`src/rtl/seg_pkg.sv`:
```
// seg_pkg: shared constants for the multiplexed 7-segment driver.
//   SEG_TABLE  : hex nibble -> segments {g,f,e,d,c,b,a}, active-high.
//   SEG_A..SEG_DP : bit positions inside the 8-bit segment bus.
//   BRIGHT_W   : width of the brightness control.
//   SUBPHASES  : brightness sub-phases per digit slot.
package seg_pkg;

  localparam int BRIGHT_W  = 3;
  localparam int SUBPHASES = 8;

  localparam int SEG_A  = 0;
  localparam int SEG_B  = 1;
  localparam int SEG_C  = 2;
  localparam int SEG_D  = 3;
  localparam int SEG_E  = 4;
  localparam int SEG_F  = 5;
  localparam int SEG_G  = 6;
  localparam int SEG_DP = 7;

  // Entry 15 is listed first so that SEG_TABLE[n] is the pattern for hex n.
  localparam logic [15:0][6:0] SEG_TABLE = {
    7'h71, 7'h79, 7'h5E, 7'h39, 7'h7C, 7'h77, 7'h6F, 7'h7F,
    7'h07, 7'h7D, 7'h6D, 7'h66, 7'h4F, 7'h5B, 7'h06, 7'h3F
  };

endpackage

```
`src/rtl/seg_hex_decode.sv`:
```
// seg_hex_decode: combinational hex nibble to 7-segment pattern.
//   nibble   in  4  hex value 0..F
//   segments out 7  {g,f,e,d,c,b,a}, active-high
import seg_pkg::*;

module seg_hex_decode (
  input  logic [3:0] nibble,
  output logic [6:0] segments
);

  assign segments = SEG_TABLE[nibble];

endmodule

```
`src/rtl/seg_scan.sv`:
```
// seg_scan: time-multiplexed 7-segment display driver.
//   CP       in   clock, all state on rising edge
//   CR       in   synchronous active-low reset
//   en       in   scan enable; low blanks and clears the scan counters
//   data     in   DIGITS packed nibbles, digit i at [4i+3:4i], digit 0 rightmost
//   dp       in   per-digit decimal point request
//   blink    in   per-digit blink enable
//   lz_en    in   leading-zero blanking enable
//   bright   in   brightness 0..7, lit for bright+1 of 8 sub-phases
//   codeout  out  registered segments {dp,g,f,e,d,c,b,a}, active-high
//   seg      out  registered one-hot digit select, active-high
import seg_pkg::*;

module seg_scan #(
  parameter int DIGITS    = 6,
  parameter int SCAN_DIV  = 1000,
  parameter int BLINK_DIV = 64
) (
  input  logic                  CP,
  input  logic                  CR,
  input  logic                  en,
  input  logic [4*DIGITS-1:0]   data,
  input  logic [DIGITS-1:0]     dp,
  input  logic [DIGITS-1:0]     blink,
  input  logic                  lz_en,
  input  logic [BRIGHT_W-1:0]   bright,
  output logic [7:0]            codeout,
  output logic [DIGITS-1:0]     seg
);

  localparam int CNT_W   = (SCAN_DIV  > 1) ? $clog2(SCAN_DIV)  : 1;
  localparam int SUB_W   = $clog2(SUBPHASES);
  localparam int IDX_W   = $clog2(DIGITS);
  localparam int FRAME_W = (BLINK_DIV > 1) ? $clog2(BLINK_DIV) : 1;

  logic [CNT_W-1:0]   cnt_reg;
  logic [SUB_W-1:0]   sub_reg;
  logic [IDX_W-1:0]   idx_reg;
  logic [FRAME_W-1:0] frame_reg;
  logic               blink_ph_reg;
  // Set during the first cycle of a slot, when the slot latch is still empty.
  logic               first_reg;

  logic [3:0]         nib_reg;
  logic               dp_lat_reg;
  logic               blink_lat_reg;
  logic               blank_reg;

  logic [7:0]         codeout_reg;
  logic [DIGITS-1:0]  seg_reg;

  logic [3:0] nibs [DIGITS];

  for (genvar gi = 0; gi < DIGITS; gi++) begin : g_nib
    assign nibs[gi] = data[4*gi +: 4];
  end

  // Live view of the digit addressed by idx, used only at slot start.
  logic [3:0] nib_live;
  logic       dp_live;
  logic       blink_live;
  logic       upper_zero;
  logic       blank_live;

  always_comb begin
    nib_live   = 4'd0;
    dp_live    = 1'b0;
    blink_live = 1'b0;
    upper_zero = 1'b1;
    for (int i = 0; i < DIGITS; i++) begin
      if (IDX_W'(i) == idx_reg) begin
        nib_live   = nibs[i];
        dp_live    = dp[i];
        blink_live = blink[i];
      end
      if ((IDX_W'(i) >= idx_reg) && (nibs[i] != 4'd0)) begin
        upper_zero = 1'b0;
      end
    end
    blank_live = lz_en && (idx_reg != '0) && upper_zero;
  end

  // On the first cycle of a slot the latch is being loaded, so use live values.
  logic [3:0] nib_eff;
  logic       dp_eff;
  logic       blink_eff;
  logic       blank_eff;

  assign nib_eff   = first_reg ? nib_live   : nib_reg;
  assign dp_eff    = first_reg ? dp_live    : dp_lat_reg;
  assign blink_eff = first_reg ? blink_live : blink_lat_reg;
  assign blank_eff = first_reg ? blank_live : blank_reg;

  logic [6:0] seg7;

  seg_hex_decode u_decode (
    .nibble   (nib_eff),
    .segments (seg7)
  );

  logic              lit;
  logic [DIGITS-1:0] onehot;
  logic [7:0]        code_next;

  assign lit    = (sub_reg <= bright) && !(blink_eff && blink_ph_reg);
  assign onehot = DIGITS'(1) << idx_reg;

  always_comb begin
    code_next = 8'd0;
    if (lit) begin
      code_next[SEG_DP]   = dp_eff;
      code_next[SEG_G:0]  = blank_eff ? 7'd0 : seg7;
    end
  end

  logic cnt_wrap;
  logic sub_wrap;
  logic idx_wrap;
  logic frame_wrap;

  assign cnt_wrap   = (cnt_reg == CNT_W'(SCAN_DIV - 1));
  assign sub_wrap   = cnt_wrap && (sub_reg == SUB_W'(SUBPHASES - 1));
  assign idx_wrap   = sub_wrap && (idx_reg == IDX_W'(DIGITS - 1));
  assign frame_wrap = idx_wrap && (frame_reg == FRAME_W'(BLINK_DIV - 1));

  always_ff @(posedge CP) begin
    if (!CR || !en) begin
      cnt_reg       <= '0;
      sub_reg       <= '0;
      idx_reg       <= '0;
      frame_reg     <= '0;
      blink_ph_reg  <= 1'b0;
      first_reg     <= 1'b1;
      nib_reg       <= 4'd0;
      dp_lat_reg    <= 1'b0;
      blink_lat_reg <= 1'b0;
      blank_reg     <= 1'b0;
      codeout_reg   <= 8'd0;
      seg_reg       <= '0;
    end else begin
      codeout_reg <= code_next;
      seg_reg     <= lit ? onehot : '0;

      first_reg <= 1'b0;
      if (first_reg) begin
        nib_reg       <= nib_live;
        dp_lat_reg    <= dp_live;
        blink_lat_reg <= blink_live;
        blank_reg     <= blank_live;
      end

      cnt_reg <= cnt_wrap ? '0 : cnt_reg + 1'b1;
      if (cnt_wrap) begin
        sub_reg <= sub_wrap ? '0 : sub_reg + 1'b1;
      end
      if (sub_wrap) begin
        idx_reg   <= idx_wrap ? '0 : idx_reg + 1'b1;
        first_reg <= 1'b1;
      end
      if (idx_wrap) begin
        frame_reg <= frame_wrap ? '0 : frame_reg + 1'b1;
      end
      if (frame_wrap) begin
        blink_ph_reg <= !blink_ph_reg;
      end
    end
  end

  assign codeout = codeout_reg;
  assign seg     = seg_reg;

endmodule

```
`config.mk`:
```
export PLATFORM = sky130hd
export DESIGN_NAME = seg_scan
export DESIGN_NICKNAME = d
export VERILOG_FILES = /design/src/rtl/seg_pkg.sv /design/src/rtl/seg_hex_decode.sv /design/src/rtl/seg_scan.sv
export SDC_FILE = /design/constraint.sdc
export NUM_CORES = 1
export LEC_CHECK = 0
export ABC_CLOCK_PERIOD_IN_PS = 9400
export BUFFER_PORTS_ARGS = -buffer_cell sky130_fd_sc_hd__clkbuf_2
export CAP_MARGIN = 40
export CORE_ASPECT_RATIO = 0.8
export CORE_UTILIZATION = 25
export CTS_CLUSTER_SIZE = 28
export DETAILED_ROUTE_END_ITERATION = 7
export PLACE_DENSITY = 0.4
export SYNTH_ARGS = -nofsm -noshare
export SYNTH_HDL_FRONTEND = slang
export SYNTH_SLANG_ARGS = --single-unit
```
`constraint.sdc`:
```
create_clock -name CP -period 9.4 [get_ports CP]
set_input_delay 1.88 -clock CP [delete_from_list [all_inputs] [get_ports CP]]
set_output_delay 1.88 -clock CP [all_outputs]
set_load 0.02 [all_outputs]
```
# After elaboration in Yosys (flattened, before gate mapping)
# Memories as Yosys holds them, arrays and structs flattened. A register that Yosys moved wholly into a read port is not among the register bits.
# Index checks and enable logic that the tools add are counted.
totals:
  n_memories: 1
  out_inout_bits: 14
  inputBits: 43
  elab_cells: 96
  ff_bits: 38
  mem_bits_ro: 112
classes:
  addsub: 4
  order_cmp: 7
  n_mux: 32
  shift: 1
  n_eq_ne: 9
  n_reduce_logical: 29
  bitwise: 1
mem_list:
  columns: ["name", "depth", "width", "read_ports", "rd_clocked_by_memory_dff", "wr", "line", "source"]
  rows:
  - ["(no name shown)", 16, 7, 1, 1, 0, "seg_hex_decode.sv:11", "assign segments = SEG_TABLE[nibble];"]
op_table:
  columns: ["op", "count"]
  rows:
  - ["4-bit 2-to-1 mux", 7]
  - ["4-bit nonzero test", 6]
  - ["1-bit 2-to-1 mux", 22]
  - ["1-bit logical AND", 13]
  - ["10-bit by 1-bit adder with 10-bit output (second input constant)", 1]
  - ["10-bit == test (second input constant)", 1]
  - ["3-bit by 1-bit adder with 3-bit output (second input constant)", 2]
  - ["6-bit by 1-bit adder with 6-bit output (second input constant)", 1]
  - ["2-bit by 3-bit == test with 1-bit output (first input constant)", 2]
  - ["3-bit == test (first input constant)", 2]
  - ["3-bit == test (second input constant)", 2]
  - ["6-bit == test (second input constant)", 1]
  - ["1-bit by 3-bit greater-or-equal comparator with 1-bit output (first input constant)", 2]
  - ["2-bit by 3-bit greater-or-equal comparator with 1-bit output (first input constant)", 2]
  - ["3-bit greater-or-equal comparator (first input constant)", 2]
  - ["3-bit 2-to-1 mux", 2]
  - ["6-bit 2-to-1 mux", 1]
  - ["1-bit by 3-bit << shifter with 6-bit output (first input constant)", 1]
  - ["1-bit logical NOT", 4]
  - ["2-bit OR reduction", 2]
  - ["1-bit by 3-bit == test with 1-bit output (first input constant)", 1]
  - ["3-bit less-or-equal comparator", 1]
  - ["3-bit logical NOT", 1]
  - ["3-bit nonzero test", 1]
  - ["3 further kinds", 3]

# Depth between registers and ports, before layout
# Gate-level depths: netlist (run 1).
logic_depth:
  ltp_word: 13
  mapped_depth: 14

# Modules after synthesis
# From an unflattened synthesis (run 1), not the netlist that was laid out.
unflattened:
  hier_cells: 316
  hier_area_um2: 2672.6
modules_own_cells:
  columns: ["module", "seq_area_each_um2", "instances", "area_per_inst_um2", "cells_each"]
  rows:
  - ["seg_scan", 900.9, 1, 2378.5, 283]
  - ["seg_hex_decode", 0.0, 1, 294.0, 33]

# Least setup slack after synthesis (run 1)
# Ideal clock, no wire load.
synth_path:
  path_kind: "input to register"
  startpoint: "input data[13]"
  endpoint: "register codeout_reg[3] (netlist: codeout[3])"
  t_arrival_ps: 3680
  t_required_ps: 9300
  path_slack_ps: 5620
  stages: 7
  n_path_buf: 0
  path_cell_list: "o31ai_1 > a31oi_1 > o21ai_0 > inv_1 > ha_1 > mux2_4 > a2111oi_4"
synth_via:
  elab_cells_between_ends: 12
  classes_between: "mux (8); reduce/logical (4)"
synth_rtl:
  columns: ["element", "line", "source"]
  rows:
  - ["start: declaration", "seg_scan.sv:22", "input logic [4*DIGITS-1:0] data,"]
  - ["4-bit 2-to-1 mux (3 in series)", "seg_scan.sv:71", "if (IDX_W'(i) == idx_reg) begin"]
  - ["4-bit 2-to-1 mux", null, null]
  - ["via nib_eff[1]", "seg_scan.sv:84", "logic [3:0] nib_eff;"]
  - ["end: declaration", "seg_scan.sv:49", "logic [7:0] codeout_reg;"]
# The timed path passes the listed nets, and every way through them passes these cells.
# A chain may end at the register's enable or synchronous reset.

# Final worst setup path (run 1)
layout_path:
  startpoint: "input data[8]"
  endpoint: "register codeout_reg[3] (netlist: codeout[3])"
layout_via:
  elab_cells_between_ends: 14
  classes_between: "mux (10); reduce/logical (4)"
layout_rtl:
  columns: ["element", "line"]
  rows:
  - ["4-bit 2-to-1 mux (4 in series)", "seg_scan.sv:71"]
  - ["4-bit 2-to-1 mux", null]
  - ["via nib_eff[0]", "seg_scan.sv:84"]
# The timed path passes the listed nets, and every way through them passes these cells.

==> flow_summary.yaml, run 1 <==
run_status:
  outcome: "complete, no violations"
synth:
  synthMuxAreaShare_pct: 3.27
  synth_edf_count: 0
  synth_xor_area_share_pct: 3.65
  syn_nets: 368
  avgSynthCellArea_sq_um: 8.60
  synth_cells: 307
  netlist-cell-type-count: 64
  synth_compound_area_share_pct: 17.8
  synth-seq-area-share_pct: 34.1
  yosys_warnings: 0
  synth_top_family_by_area: "simple AND/OR/NAND/NOR gates"
  syn-cell-area_sq_um: 2640
  async_reset_ff_share_pct: 0
  yosys.area_share.simple_pct: 27.5
  ys_ff_latch: 45
  synth_flop_cell: "dfxtp_1"
  synth_fa_ha_area_share_pct: 8.53
final_layout:
  fin_util_pct: 31.3
  layout-drive-gt1-share_pct: 24.7
  area_growth_pct: 21.6
  n_antenna_cell: 0
  fin_cells: 501
  fillCellCount: 1138
  nNetsFinal: 421
  largest_reg_flops: 10
placement:
  pre_cts_slack_ns: 5.33
  hpwl_microns: 5360
  place_inst: 493
  globalplace.congestion: 0.813
  port_buffers: 56
clock_tree:
  clkTransAtPathRegs_ns: 0.07
  clockBufferDepth: 2
  cts_setup_buffers: 0
  holdBufCountCts: 0
  clock-sinks: 45
  htree_levels: 2
  numCtsBuffers: 5
  cts.repair.resized: 0
  insertion_delay_ns: 0.29
  cts-root-buf: "clkbuf_16"
  tritoncts: "built"
global_route:
  grt_pass1_wl_microns: 11100
  antenna_found_initial: 0
  grt_pass1_vias: 2179
  grt_usage_pct: 13.2
  grt_max_degree: 23
  grt_overflow: 0
worst_setup_path:
  worstPathArrival_ns: 3.97
  worstPathMaxFanout: 8
  path_cells: "clkbuf_2 -> o311ai_1 -> o221ai_1 -> a21oi_2 -> inv_1 -> ha_1 -> mux2_4 -> a2111oi_4"
  critical_path_buf_inv_count: 2
  worst-setup-path-type: "input pin to flop"
  worst_path_max_delay_cell: "a21oi_2"
  crit_required_ns: 9.59
  end_kind: "flop"
  critical_path.top_delay_family: "compound AO/OA/AOI/OAI gates"
  cp.depth: 8
  start_kind: "input pin"
  rr_worst_depth: 10
  critPathMaxStageDelay_ns: 0.43
sta:
  slew_violations: 0
  finClkSkew_ns: 0.00846
  worstMarginPinSlew_ns: 0.802
  layout_min_cycle_time_ns: 3.77
  tns_ns: 0
  hold_viol_final: 0
  setup_ws_ns: 5.63
  max-slew-margin-rel_pct: 46.5
  rsz0062_at_grt: "false"
  setup_viol: 0
  period_share_pct: 40.1
  fmax_mhz: 265
die:
  die_y_microns: 93.9
  io-pin-count: 57
  initial_core_util_pct: 25.8
  die_w_microns: 117
  core_area_sq_um: 10200
  rows: 33
  die_area_sq_um: 11000
pwr:
  p_leak_nw: 1.30
  total_power_mw: 0.455
  ir_worst_vdd_v: 0.000104
  cellPowerDensity_nw_per_um2: 142
drt:
  drt_wl_total_microns: 7020
  via_per_inst: 4.72
  vias: 2366
  drc_errors: 0
  drtIter0Drc: 121
  dr.pass1.iters: 4
  wire_per_inst_microns: 14.0
  ant_nets: 0
flow_run:
  cap_violations: 0
worst_hold_path:
  hold_path.class: "flop to flop"
  min_path_cells: 1
==> area by class of cell <==
| class | instances | area (sq um) | share of cell area [%] |
|---|---|---|---|
| repair buffers | 59 | 308 | 9.59 |
| clock buffers | 5 | 125 | 3.90 |
| flip-flops and latches | 45 | 901 | 28.1 |
| multi-input cells | 235 | 1600 | 50.0 |
| well taps | 140 | 175 | 5.46 |
| clock inverters | 3 | 43.8 | 1.36 |
| inverters | 14 | 52.6 | 1.64 |
==> cell usage in the layout, fill, tap and decap left out, drive strengths merged, types with 4 or more instances in the layout <==
cell / n
nand4: 10
clkbuf: 61
nor2: 36
nand3: 14
nand2: 25
inv: 15
nor3: 7
o21ai: 13
xor2: 7
nand2b: 5
or3: 5
dfxtp: 45
a221oi: 4
xnor2: 4
a21oi: 17
mux2i: 6
nor2b: 11
and3: 5
ha: 18
nor4: 8
==> routing by layer <==
metal / up-vias / track usage (%) / part of all wire [%]
met5: - / 0 / 0
met4: 0 / 4.11 / 1.3
met3: 10 / 2.71 / 4.6
met2: 56 / 20.5 / 42
met1: 1086 / 18.2 / 52
li1: 1214 / - / -
==> kinds of logic (layout without fill, tap and decap cells) <==
group	Yosys count	in the layout
AND/OR/NAND/NOR	137	137
multiplexers	8	8
buffers and inverters	27	81
AO/OA/AOI/OAI	61	61
flip-flops	45	45
adder cells (fa/ha/maj)	18	18
XOR/XNOR	11	11
==> final timing paths <==
path	startpoint	end	slack (ns)
setup / recovery	data[8]	codeout[3]	5.63
hold reg to reg	cnt_reg[0]	cnt_reg[0]	0.47
hold / removal	cnt_reg[0]	cnt_reg[0]	0.47
setup reg to reg	idx_reg[0]	codeout[3]	5.75
==> power breakdown <==
part           switching, mW  leakage (nW)  internal (mW)
clock                 0.0793        0.0842          0.126
combinational         0.0298         0.847         0.0224
sequential           0.00236         0.366          0.195
total                  0.111          1.30          0.343
==> worst register-to-register path: stages, from the launching register on <==
cell and delay (ns):
dfxtp_1 0.81, inv_1 0.27, ha_1 0.47, and3_1 0.26
a31oi_1 0.14, o221ai_1 0.14, a21oi_2 0.43, inv_1 0.16
ha_1 0.25, mux2_4 0.29, a2111oi_4 0.33
==> cells in the mapped netlist, drive strengths merged, types with 6 or more instances <==
| master | number | area share [%] |
|---|---|---|
| dfxtp | 45 | 34 |
| nor2 | 36 | 5.1 |
| nand2 | 25 | 3.6 |
| ha | 18 | 8.5 |
| a21oi | 17 | 3.4 |
| inv | 14 | 2.0 |
| nand3 | 14 | 3.0 |
| o21ai | 13 | 2.5 |
| nor2b | 11 | 2.9 |
| buf | 10 | 2.7 |
| nand4 | 10 | 2.4 |
| nor4 | 8 | 2.1 |
| nor3 | 7 | 1.5 |
| xor2 | 7 | 2.3 |
| mux2i | 6 | 2.3 |
==> per-stage QoR <==
| stage | hold slack (ns) | instance area, sq um |
|---|---|---|
| finish | 0.466 | 3210 |
| global route | 0.492 | 3210 |
| CTS | 0.471 | 3210 |
| detailed placement | 0.454 | 3040 |
| global placement | 0.447 | 3010 |
| floorplan | 0.426 | 2640 |
(Power assumes the default switching activity.)
==> inputs of run 2 (changes only) <==
--- a/config.mk
+++ b/config.mk
@@ -5,14 +5,15 @@
 export SDC_FILE = /design/constraint.sdc
 export NUM_CORES = 1
 export LEC_CHECK = 0
-export ABC_CLOCK_PERIOD_IN_PS = 9400
+export ABC_AREA = 1
+export ABC_CLOCK_PERIOD_IN_PS = 3200
 export BUFFER_PORTS_ARGS = -buffer_cell sky130_fd_sc_hd__clkbuf_2
 export CAP_MARGIN = 40
 export CORE_ASPECT_RATIO = 0.8
 export CORE_UTILIZATION = 25
 export CTS_CLUSTER_SIZE = 28
 export DETAILED_ROUTE_END_ITERATION = 7
-export PLACE_DENSITY = 0.4
+export PLACE_DENSITY = 0.41
 export SYNTH_ARGS = -nofsm -noshare
 export SYNTH_HDL_FRONTEND = slang
 export SYNTH_SLANG_ARGS = --single-unit
==> constraint.sdc (replaced) <==
create_clock -name CP -period 3.2 [get_ports CP]
set_input_delay 0.64 -clock CP [delete_from_list [all_inputs] [get_ports CP]]
set_output_delay 0.64 -clock CP [all_outputs]
set_load 0.02 [all_outputs]
==> flow_summary.yaml, run 2 <==
global_route:
  grt_pass1_wl_microns: 11500
  use_met3_pct: 2.37
  grt_overflow: 0
  grtUsageMet2_pct: 20.6
  grt_usage_pct: 12.7
  grt_max_degree: 15
  grt_pass1_vias: 2477
  grt.busiest_layer: "met2"
  grtUsageMet1_pct: 17.4
  antenna_found_initial: 0
worst_setup_path:
  start_kind: "flop"
  crit_required_ns: 3.42
  worstPathArrival_ns: 2.93
  worstPathMaxFanout: 11
  worst-setup-path-type: "flop to flop"
  end_kind: "flop"
  rr_worst_depth: 17
pwr:
  cellPowerDensity_nw_per_um2: 375
  total_power_mw: 1.25
  ir_worst_vdd_v: 0.000244
  p_leak_nw: 1.54
placement:
  port_buffers: 56
  hpwl_microns: 5490
  globalplace.congestion: 0.826
die:
  die_w_microns: 119
  die_area_sq_um: 11500
  initial_core_util_pct: 26.3
  io-pin-count: 57
  rows: 33
  core_area_sq_um: 10500
  die_y_microns: 95.9
synth:
  async_reset_ff_share_pct: 0
  synth_flop_cell: "dfxtp_1"
  synth-seq-area-share_pct: 32.7
  yosys.area.top_type: "dfxtp_1"
  synth_cells: 402
  yosysMostFrequentCell: "nand2_1"
  synth_edf_count: 0
  syn_nets: 463
  ys_ff_latch: 45
  avgSynthCellArea_sq_um: 6.86
  synthTopCellsByArea: "dfxtp_1 (33%), nand2_1 (13%), ha_1 (8.2%)"
  synth_top_area_share_pct: 32.7
  yosys-top-cells-count: "nand2_1 (97), nor2_1 (49), inv_1 (48)"
  yosys_warnings: 0
  netlist-cell-type-count: 41
  syn-cell-area_sq_um: 2760
drt:
  ant_nets: 0
  drc_errors: 0
  drtIter0Drc: 116
  vias: 2617
  drt_wl_total_microns: 6880
  dr.pass1.iters: 4
  via_per_inst: 4.35
  wire_per_inst_microns: 11.4
clock_tree:
  clkTransAtPathRegs_ns: 0.07
  cts-root-buf: "clkbuf_16"
  numCtsBuffers: 5
  tritoncts: "built"
  insertion_delay_ns: 0.28
  clock-sinks: 45
  holdBufCountCts: 0
  cts.repair.resized: 0
  cts_setup_buffers: 0
  clockBufferDepth: 2
  htree_levels: 2
final_layout:
  nNetsFinal: 521
  largest_reg_flops: 10
  layout-drive-gt1-share_pct: 24.1
  area_growth_pct: 20.7
  layout_common_cells: "nand2_1 (97), clkbuf_2 (56), nor2_1 (49)"
  n_antenna_cell: 0
  final_common_cell: "nand2_1"
sta:
  finClkSkew_ns: 0.00606
  setup_viol: 0
  period_share_pct: 84.9
  fmax_mhz: 368
  rsz0062_at_grt: "false"
  hold_viol_final: 0
  worstMarginPinSlew_ns: 0.488
  slew_violations: 0
  tns_ns: 0
  layout_min_cycle_time_ns: 2.72
  max-slew-margin-rel_pct: 67.4
worst_hold_path:
  min_path_cells: 1
  hold_path.class: "flop to flop"
flow_run:
  cap_violations: 0
run_status:
  outcome: "complete, no violations"
-- run 2: routing by layer --
| layer | share of wire, % | wire, microns |
|---|---|---|
| met5 | 0 | 0 |
| met4 | 0.60 | 41 |
| met3 | 4.5 | 308 |
| met2 | 41 | 2820 |
| met1 | 54 | 3710 |
-- run 2: critical path, cell delays in order, from the launching register on --
cell	delay, ns
dfxtp_1	0.62
inv_2	0.15
ha_1	0.27
nand2_2	0.19
o21ai_0	0.11
inv_1	0.06
nand2_1	0.05
nand2_1	0.05
nand2_1	0.05
nand2_1	0.05
nand2_1	0.08
nand2_1	0.20
inv_1	0.12
ha_1	0.20
nand3b_1	0.20
nand2_1	0.10
nand2_1	0.06
a21oi_2	0.10
-- run 2: layout make-up --
type | instances | area (sq um)
clock inverter | 3 | 17.5
multi-input combinational | 292 | 1590
inverter | 59 | 229
tap | 140 | 175
sequential | 45 | 901
clock buffer | 5 | 125
fill | 1148 | 7160
timing repair buffer | 57 | 288
-- run 2: final timing paths --
path	startpoint	to	slack, ns
setup / recovery	idx_reg[0]	codeout[5]	0.48
hold / removal	cnt_reg[0]	cnt_reg[0]	0.45
setup reg to reg	idx_reg[0]	codeout[5]	0.48
hold reg to reg	cnt_reg[0]	cnt_reg[0]	0.45
-- run 2: cells by family (layout without fill, tap and decap cells) --
logic type | count (synthesis) | count (layout) | share of synthesized area, %
xor gates and xnor gates | 1 | 1 | 0.318
adders and majority gates | 18 | 18 | 8.17
buffers and inverters | 65 | 124 | 9.57
DFF | 45 | 45 | 32.7
and+or+nand+nor | 227 | 227 | 39.7
AOI/OAI and AO/OA | 46 | 46 | 9.53
-- run 2: report_power, final --
group          internal, mW  leakage [nW]  switching [mW]  total, mW
logic                0.0625          1.10           0.102      0.164
registers             0.573         0.365         0.00566      0.579
clock network         0.287        0.0696           0.217      0.504
total                 0.922          1.54           0.325       1.25
-- run 2: metrics by stage --
| stage | cells | utilization [%] | hold slack (ns) | worst slack, ns | instance area, sq um |
|---|---|---|---|---|---|
| after floorplan | 402 | - | 0.418 | 0.896 | 2760 |
| after global placement | 593 | 30.4 | 0.436 | 0.602 | 3190 |
| after detailed placement | 593 | 30.4 | 0.442 | 0.500 | 3190 |
| after CTS | 601 | 31.7 | 0.454 | 0.480 | 3330 |
| after global routing | 601 | 31.7 | 0.477 | 0.153 | 3330 |
| final | 601 | 31.7 | 0.451 | 0.484 | 3330 |
==> inputs of run 3 (changes only) <==
--- a/config.mk
+++ b/config.mk
@@ -5,15 +5,15 @@
 export SDC_FILE = /design/constraint.sdc
 export NUM_CORES = 1
 export LEC_CHECK = 0
-export ABC_AREA = 1
-export ABC_CLOCK_PERIOD_IN_PS = 3200
+export ABC_AREA = 0
+export ABC_CLOCK_PERIOD_IN_PS = 2800
 export BUFFER_PORTS_ARGS = -buffer_cell sky130_fd_sc_hd__clkbuf_2
 export CAP_MARGIN = 40
 export CORE_ASPECT_RATIO = 0.8
 export CORE_UTILIZATION = 25
 export CTS_CLUSTER_SIZE = 28
 export DETAILED_ROUTE_END_ITERATION = 7
-export PLACE_DENSITY = 0.41
+export PLACE_DENSITY = 0.4
 export SYNTH_ARGS = -nofsm -noshare
 export SYNTH_HDL_FRONTEND = slang
 export SYNTH_SLANG_ARGS = --single-unit
==> constraint.sdc (replaced) <==
create_clock -name CP -period 2.8 [get_ports CP]
set_input_delay 0.56 -clock CP [delete_from_list [all_inputs] [get_ports CP]]
set_output_delay 0.56 -clock CP [all_outputs]
set_load 0.02 [all_outputs]
==> flow_summary.yaml, run 3 (synthesis results as in run 1) <==
final_layout:
  n_antenna_cell: 0
  area_growth_pct: 26.4
  fin_area_sq_um: 3340
  final_common_cell: "clkbuf_2"
  nNetsFinal: 437
  largest_reg_flops: 10
  layout-drive-gt1-share_pct: 29.4
  fillCellCount: 1143
  layout_common_cells: "clkbuf_2 (56), dfxtp_1 (43), nor2_1 (36)"
worst_setup_path:
  worst-setup-path-type: "flop to flop"
  end_kind: "flop"
  critical_path_buf_inv_count: 2
  path_cells: "buf_4 -> nand2_1 -> o31ai_1 -> a31oi_1 -> o21ai_1 -> inv_1 -> ha_1 -> mux2_4 -> a2111oi_4"
  critPathMaxStageDelay_ns: 0.35
  critical_path.top_delay_family: "compound AO/OA/AOI/OAI gates"
  worstPathArrival_ns: 2.78
  start_kind: "flop"
  crit_required_ns: 2.99
  worst_path_max_delay_cell: "dfxtp_2"
  worstPathMaxFanout: 18
worst_hold_path:
  hold_path.class: "input pin to flop"
pwr:
  cellPowerDensity_nw_per_um2: 431
  ir_worst_vdd_v: 0.000170
  p_leak_nw: 1.37
sta:
  finClkSkew_ns: 0.00833
  tns_ns: 0
  setup_viol: 0
  slew_violations: 0
  layout_min_cycle_time_ns: 2.59
  worstMarginPinSlew_ns: 0.613
  fmax_mhz: 386
  max-slew-margin-rel_pct: 59.1
  rsz0062_at_grt: "false"
  period_share_pct: 92.4
  hold_slack_ns: 0.459
  setup_ws_ns: 0.212
  hold_viol_final: 0
clock_tree:
  htree_levels: 2
  clock-sinks: 45
  cts-root-buf: "clkbuf_16"
  clkTransAtPathRegs_ns: 0.07
  cts_setup_buffers: 0
  cts.repair.resized: 0
  numCtsBuffers: 5
  tritoncts: "built"
  clockBufferDepth: 2
  holdBufCountCts: 0
  insertion_delay_ns: 0.29
drt:
  via_per_inst: 4.78
  wire_per_inst_microns: 15.0
  vias: 2473
  drt_wl_total_microns: 7730
  ant_nets: 0
  dr.pass1.iters: 4
  drc_errors: 0
  drtIter0Drc: 102
global_route:
  grt_pass1_vias: 2361
  grt_pass1_wl_microns: 12000
  grt_max_degree: 23
  grt_usage_pct: 14.6
  grt_overflow: 0
  antenna_found_initial: 0
placement:
  pre_cts_slack_ns: 0.223
  port_buffers: 56
  dpl-instance-area_sq_um: 3200
  hpwl_microns: 5960
  globalplace.congestion: 0.882
die:
  die_area_sq_um: 11000
  die_w_microns: 117
  die_y_microns: 93.9
  io-pin-count: 57
  core_area_sq_um: 10200
  rows: 33
  initial_core_util_pct: 25.8
flow_run:
  cap_violations: 0
run_status:
  outcome: "complete, no violations"
==> run 3: routing by layer <==
layer	share of wire [%]	global-route usage, %	wire length (microns)	vias to the layer above
met5	0	0	0	-
met4	2.2	5.70	170	0
met3	5.6	3.42	432	13
met2	41	22.1	3180	65
met1	51	19.9	3950	1141
li1	-	-	-	1254
==> run 3: layout make-up <==
type	instances	area, sq um	area share [%]
Clock inverter	2	10.0	0.300
Clock buffer	6	129	3.86
Inverter	14	56.3	1.69
Tap cell	140	175	5.25
Timing Repair Buffer	75	423	12.7
Multi-Input combinational cell	235	1640	49.1
Sequential cell	45	903	27.1
==> run 3: worst reg2reg max path, cell delays in order (launching register included) <==
cell and delay, ns:
dfxtp_2 0.35, buf_4 0.25, nand2_1 0.19, o31ai_1 0.23, a31oi_1 0.09, o21ai_1 0.35, inv_1 0.16, ha_1 0.25
mux2_4 0.28, a2111oi_4 0.34
==> run 3: through the flow <==
stage	total power, mW	std cells	util (%)
floorplan	0.784	307	-
global placement	0.873	509	31.2
detailed placement	0.869	509	31.2
CTS	1.47	517	32.6
global route	1.52	517	32.6
finish	1.44	517	32.6
==> run 3: path summary, 6_finish.rpt <==
kind	start	cells after the start	to	slack, ns
setup / recovery	idx_reg[0]	9	codeout[3]	0.21
hold / removal	en	2	first_reg	0.46
setup reg to reg	idx_reg[0]	9	codeout[3]	0.21
hold reg to reg	cnt_reg[0]	1	cnt_reg[0]	0.47
==> run 3: power breakdown <==
group	switching [mW]	internal, mW	leakage [nW]	total [mW]
clock network	0.254	0.328	0.0706	0.583
logic	0.111	0.0849	0.928	0.195
registers	0.00475	0.655	0.367	0.660
total	0.369	1.07	1.37	1.44
